===== config.mk =====
export PLATFORM = sky130hd
export DESIGN_NAME = cpsr_unit
export DESIGN_NICKNAME = d
export VERILOG_FILES = /design/src/rtl/cpsr_unit.sv
export SDC_FILE = /design/constraint.sdc
export NUM_CORES = 1
export LEC_CHECK = 0
export ABC_AREA = 0
export CORE_MARGIN = 4
export CORE_UTILIZATION = 40
export CTS_BUF_LIST = sky130_fd_sc_hd__clkbuf_4 sky130_fd_sc_hd__clkbuf_8 sky130_fd_sc_hd__clkbuf_16
export CTS_CLUSTER_DIAMETER = 40
export DETAILED_ROUTE_END_ITERATION = 10
export PLACE_DENSITY = 0.62
export SETUP_SLACK_MARGIN = 0.3
export SYNTH_ARGS = -nofsm -noshare
export SYNTH_HDL_FRONTEND = slang
export SYNTH_SLANG_ARGS = --single-unit
export TNS_END_PERCENT = 100

===== constraint.sdc =====
create_clock -name clk -period 3.16 [get_ports clk]
set_input_delay 0.316 -clock clk [delete_from_list [all_inputs] [get_ports clk]]
set_output_delay 0.316 -clock clk [all_outputs]
set_load 0.01 [all_outputs]

===== src/rtl/cpsr_unit.sv =====
// cpsr_unit: ARM7TDMI CPSR and banked SPSR storage. Applies exception
// entry, SPSR restore, MSR writes and ALU flag updates, in that priority.
module cpsr_unit #(
   parameter logic [31:0] RESET_CPSR = 32'h0000_00D3
) (
   input  logic        clk,
   input  logic        rst_n,
   input  logic [3:0]  flag_we,
   input  logic [3:0]  flag_in,
   input  logic        msr_valid,
   input  logic        msr_spsr,
   input  logic [3:0]  msr_mask,
   input  logic [31:0] msr_data,
   input  logic        restore_valid,
   input  logic        exc_valid,
   input  logic [4:0]  exc_mode,
   input  logic        exc_set_f,
   output logic [31:0] cpsr,
   output logic [31:0] cpsr_next,
   output logic [31:0] spsr,
   output logic        mode_changed
);

   // Only flags [31:28] and the control byte [7:0] exist; [27:8] read as zero.
   localparam logic [31:0] IMPL_BITS = 32'hF000_00FF;

   localparam logic [4:0] MODE_USR = 5'b10000;
   localparam logic [4:0] MODE_FIQ = 5'b10001;
   localparam logic [4:0] MODE_IRQ = 5'b10010;
   localparam logic [4:0] MODE_SVC = 5'b10011;
   localparam logic [4:0] MODE_ABT = 5'b10111;
   localparam logic [4:0] MODE_UND = 5'b11011;
   localparam logic [4:0] MODE_SYS = 5'b11111;

   function automatic logic mode_valid(input logic [4:0] m);
      case (m)
         MODE_USR, MODE_FIQ, MODE_IRQ, MODE_SVC,
         MODE_ABT, MODE_UND, MODE_SYS: return 1'b1;
         default:                      return 1'b0;
      endcase
   endfunction

   // Exception modes are exactly the ones owning a banked SPSR.
   function automatic logic has_spsr(input logic [4:0] m);
      case (m)
         MODE_FIQ, MODE_IRQ, MODE_SVC, MODE_ABT, MODE_UND: return 1'b1;
         default:                                          return 1'b0;
      endcase
   endfunction

   function automatic logic [2:0] bank_idx(input logic [4:0] m);
      case (m)
         MODE_FIQ: return 3'd0;
         MODE_IRQ: return 3'd1;
         MODE_SVC: return 3'd2;
         MODE_ABT: return 3'd3;
         default:  return 3'd4;
      endcase
   endfunction

   logic [31:0] cpsr_reg;
   logic        mode_changed_reg;
   logic [31:0] spsr_bank [0:4];

   logic [4:0]  cur_mode;
   logic [31:0] cur_spsr;
   logic [31:0] field_mask;
   logic [31:0] msr_cpsr_mask;
   logic [31:0] msr_cpsr_val;
   logic [31:0] msr_spsr_val;
   logic [31:0] exc_val;
   logic [31:0] flag_val;
   logic [4:0]  bank_we;
   logic [31:0] bank_wdata;

   // Candidate values for each kind of update, computed in parallel.
   always_comb begin
      cur_mode   = cpsr_reg[4:0];
      cur_spsr   = spsr_bank[bank_idx(cur_mode)];
      field_mask = {{8{msr_mask[3]}}, {8{msr_mask[2]}},
                    {8{msr_mask[1]}}, {8{msr_mask[0]}}};
      msr_cpsr_mask = field_mask;
      // User mode may not touch the control byte, and an invalid mode
      // discards the whole control-byte portion of the write.
      if (cur_mode == MODE_USR || !mode_valid(msr_data[4:0]))
         msr_cpsr_mask[7:0] = 8'h00;
      // The Thumb bit only changes through BX / exception entry / restore.
      msr_cpsr_mask[5] = 1'b0;
      msr_cpsr_val = ((cpsr_reg & ~msr_cpsr_mask) | (msr_data & msr_cpsr_mask)) & IMPL_BITS;
      msr_spsr_val = ((cur_spsr & ~field_mask) | (msr_data & field_mask)) & IMPL_BITS;
      exc_val      = {cpsr_reg[31:8], 1'b1, cpsr_reg[6] | exc_set_f, 1'b0, exc_mode};
      flag_val     = {(cpsr_reg[31:28] & ~flag_we) | (flag_in & flag_we), cpsr_reg[27:0]};
   end

   // Priority select: exception > restore > MSR > flags. A request that
   // would be ignored does not claim the cycle.
   always_comb begin
      cpsr_next  = cpsr_reg;
      bank_we    = '0;
      bank_wdata = '0;
      if (exc_valid && has_spsr(exc_mode)) begin
         cpsr_next                   = exc_val;
         bank_we[bank_idx(exc_mode)] = 1'b1;
         bank_wdata                  = cpsr_reg;
      end else if (restore_valid && has_spsr(cur_mode) && mode_valid(cur_spsr[4:0])) begin
         cpsr_next = cur_spsr;
      end else if (msr_valid && !msr_spsr) begin
         cpsr_next = msr_cpsr_val;
      end else if (msr_valid && msr_spsr && has_spsr(cur_mode)) begin
         bank_we[bank_idx(cur_mode)] = 1'b1;
         bank_wdata                  = msr_spsr_val;
      end else if (|flag_we) begin
         cpsr_next = flag_val;
      end
   end

   // CPSR register and the mode-change pulse for the register file.
   always_ff @(posedge clk or negedge rst_n) begin
      if (!rst_n) begin
         cpsr_reg         <= RESET_CPSR;
         mode_changed_reg <= 1'b0;
      end else begin
         cpsr_reg         <= cpsr_next;
         mode_changed_reg <= (cpsr_next[4:0] != cpsr_reg[4:0]);
      end
   end

   // Banked SPSRs: FIQ, IRQ, SVC, ABT, UND.
   always_ff @(posedge clk or negedge rst_n) begin
      if (!rst_n) begin
         for (int i = 0; i < 5; i++) spsr_bank[i] <= '0;
      end else begin
         for (int i = 0; i < 5; i++)
            if (bank_we[i]) spsr_bank[i] <= bank_wdata;
      end
   end

   assign cpsr         = cpsr_reg;
   assign spsr         = has_spsr(cur_mode) ? cur_spsr : cpsr_reg;
   assign mode_changed = mode_changed_reg;

endmodule


==> reports/metrics.yaml, run 1 <==
placed_design:
  place_area_um2: 12190
  port_buffers: 130
  place_hpwl_mm: 18.01
  gp_congestion: 0.8511
floorplan:
  initial_core_util_pct: 40.63
  fp.dieH_um: 165.2
  rows: 57
  core_um2: 24320
  die_w_um: 165.2
  ios: 153
  die_area_um2: 27280
detailed_routing:
  drt_iter0_markers: 538
  drtAntennaViolNets: 0
  first_pass_iters: 5
  via_per_inst: 5.535
  drc: 0
  wl_met3_mm: 1.502
  top_layer: "met4"
  route.layer.met1.wl_mm: 14.60
  drt_wl_total_mm: 31.48
  vias: 8087
  wl_met2_mm: 14.70
  avgRoutedWirePerCell_um: 21.54
yosys:
  yosysTopAreaCellShare_pct: 47.61
  synthFlopType: "dfrtp_1"
  ys_async_sr_fraction_pct: 100.0
  yosys-top-cells-area: "dfrtp_1 (48%), mux2_2 (15%), o21ai_0 (4.4%), mux2_4 (4.0%), nand2_1 (3.9%)"
  seq_area_frac_synth_pct: 48.94
  ys_warn_count: 0
  syn_avg_cell_area_um2: 11.42
  synth_top_area_cell: "dfrtp_1"
  synth-edff-count: 0
  synth_common_cells: "dfrtp_1 (188), mux2_2 (129), nand2_1 (102), o21ai_0 (86), clkbuf_1 (37)"
  synthesis.area_um2: 9882
  synth_cell_types: 72
  syn_inst: 865
  synthesis.nets: 921
  ys_seq_elements: 193
  synth_most_common_cell: "dfrtp_1"
worst_setup_path:
  cp_common_cell: "buf_6"
  critical-path-max-stage-delay_ps: 610
  end_kind: "output port"
  cp_slowest_cell: "dfstp_2"
  worstPathArrival_ps: 3000
  cp_num_buf_inv: 7
  crit_family: "buffers and inverters"
  crit_path_start_kind: "flip-flop"
  crit_type: "reg -> out"
  crit_path_max_fanout: 6
  cp_cell_sequence: "buf_6 -> nand4bb_1 -> buf_6 -> o311ai_4 -> and2_1 -> o211ai_1 -> buf_4 -> buf_6 -> buf_6 -> buf_6 -> a211oi_4 -> o31a_1 -> buf_2"
  required_ps: 2840
timing:
  rsz0062_at_grt: "true"
  maxSlewHeadroom_pct: 50.07
  finalMaxSlewViolations: 0
  fmax_mhz: 301.6
  worst_pin_slew_ps: 748.9
  setup_ws_ps: -156.2
  final_hold_viol_count: 0
  period_share_pct: 104.9
  finalSetupViolCount: 155
  fin_setup_tns_ps: -7973
  fin_worst_skew_ps: 19.53
  period_needed_ps: 3316
cts:
  cts_buffers: 17
  clkLatencyLatePin_ps: 430
  clock-root-buffer: "clkbuf_16"
  htreeDepth: 4
  path_clk_slew_ps: 80
  cts_sinks: 193
  cts_tree: "yes"
  clock_path_buffers: 2
global_route:
  first_global_vias: 8261
  grt_usage_pct: 22.11
  grt_overflow: 0
  grt_max_degree: 87
  grt_pass1_wl_mm: 47.04
  antenna_found_initial: 0
final_layout:
  design_area_um2: 13970
  largest_reg_flops: 160
  area_delta_synth_final_pct: 41.36
  drive_gt1_share_pct: 44.94
  antenna_cells: 0
  final_nets: 1180
  fillCellCount: 2034
status:
  violations: "setup timing"
  status: "finished, violations left"
flow_run:
  max_cap_viol_count: 0
hold_path:
  hp-class: "in -> async"
power_and_ir_drop:
  p_leak_nw: 6.590
  peakVddDrop_uv: 612.6
  p_per_area_nw_per_um2: 999.9
-- area by class of cell --
class | count | area (µm²) | share of cell area (%)
clock buffers | 18 | 432.9 | 3.099
multi-input cells | 604 | 5260 | 37.65
well taps | 324 | 405.4 | 2.902
repair buffers | 302 | 2908 | 20.82
flip-flops and latches | 193 | 4837 | 34.63
clock inverters | 14 | 103.9 | 0.7434
inverters | 6 | 22.52 | 0.1612
-- kinds of logic (layout without fill, tap and decap cells) --
| kind of cell | count (synthesis) | count (layout) | synth area share (%) |
|---|---|---|---|
| AOI/OAI and AO/OA | 211 | 211 | 14.75 |
| buffers and inverters | 68 | 340 | 3.558 |
| and+or+nand+nor | 193 | 193 | 9.509 |
| DFF | 193 | 193 | 48.94 |
| muxes | 196 | 196 | 22.89 |
| xor gates and xnor gates | 4 | 4 | 0.3546 |
-- cells in the final DEF (no fill, tap or decap), types with 5 or more instances in the layout --
master / netlist / final
mux2_2: 129 / 100
nand2_4: 0 / 5
nand2_1: 102 / 88
clkbuf_16: 0 / 21
buf_2: 5 / 55
mux2i_1: 34 / 32
o21ai_1: 7 / 52
a32oi_1: 27 / 26
inv_1: 6 / 6
dfstp_2: 5 / 5
o21ai_2: 1 / 20
nor2b_1: 7 / 5
buf_4: 12 / 107
clkinvlp_4: 0 / 5
a211oi_2: 0 / 5
o21ai_0: 86 / 21
nand2_2: 0 / 9
o211ai_1: 23 / 23
and2_1: 29 / 28
a31oi_4: 0 / 5
mux2_4: 26 / 60
buf_12: 0 / 23
o22ai_1: 7 / 7
clkdlybuf4s50_1: 0 / 66
buf_6: 6 / 31
a21oi_1: 8 / 7
dfrtp_1: 188 / 187
a211o_1: 5 / 5
buf_8: 0 / 5
nor2_1: 27 / 26
-- routing by layer --
metal	global-route usage [%]	vias up
met2	35.56	267
met4	6.465	0
met3	2.755	43
li1	-	3694
met1	31.50	4083
met5	0	-
-- metrics by stage --
| stage | hold slack, ps | setup WS (ps) | utilization (%) | total power (W) | cells |
|---|---|---|---|---|---|
| after floorplan | 20.41 | 300.3 | - | 0.006729 | 865 |
| after global placement | 425.3 | -93.30 | 50.11 | 0.01036 | 1348 |
| after detailed placement | 419.2 | -112.2 | 50.11 | 0.01042 | 1348 |
| after CTS | 494.7 | -122.6 | 55.26 | 0.01331 | 1439 |
| after global routing | 516.0 | -279.8 | 57.44 | 0.01476 | 1461 |
| final | 487.7 | -156.2 | 57.44 | 0.01397 | 1461 |
-- final timing paths --
check | slack [ps] | startpoint | to | cells after the start
max reg2reg | -120 | cpsr[1]$_DFF_PN1_ | spsr_bank[53]$_DFFE_PN0P_ | 15
max | -160 | cpsr[4]$_DFF_PN1_ | cpsr_next[0] | 13
min in group clk | 500 | spsr_bank[58]$_DFFE_PN0P_ | spsr_bank[58]$_DFFE_PN0P_ | 1
max in group asynchronous | 1880 | rst_n | spsr_bank[151]$_DFFE_PN0P_ | 3
min | 490 | rst_n | spsr_bank[156]$_DFFE_PN0P_ | 2
min reg2reg | 500 | spsr_bank[58]$_DFFE_PN0P_ | spsr_bank[58]$_DFFE_PN0P_ | 1
-- timing repair --
| item | 4_1_cts | 5_1_grt |
|---|---|---|
| gates cloned | 4 | 7 |
| pin swaps | 24 | 33 |
| setup buffers | 54 | 15 |
| endpoints found under the hold margin | 25 | 0 |
| hold buffers | 1 | 0 |
| endpoints found under the setup margin | 225 | 225 |
| resized for setup | 406 | 74 |
-- where the power goes --
group	switching [W]	internal (W)
Sequential	0.000437	0.00302
Combinational	0.00435	0.00414
Clock	0.000996	0.00103
Total	0.00578	0.00819
Power figures use the tool's default switching activity.
==> run 2, diff against run 1 <==
--- a/config.mk
+++ b/config.mk
@@ -13,6 +13,7 @@
 export DETAILED_ROUTE_END_ITERATION = 10
 export PLACE_DENSITY = 0.62
 export SETUP_SLACK_MARGIN = 0.3
+export SLEW_MARGIN = 20
 export SYNTH_ARGS = -nofsm -noshare
 export SYNTH_HDL_FRONTEND = slang
 export SYNTH_SLANG_ARGS = --single-unit
==> results of run 2 <==
Same layout as run 1: the final DEF is identical, and so are final timing and power.
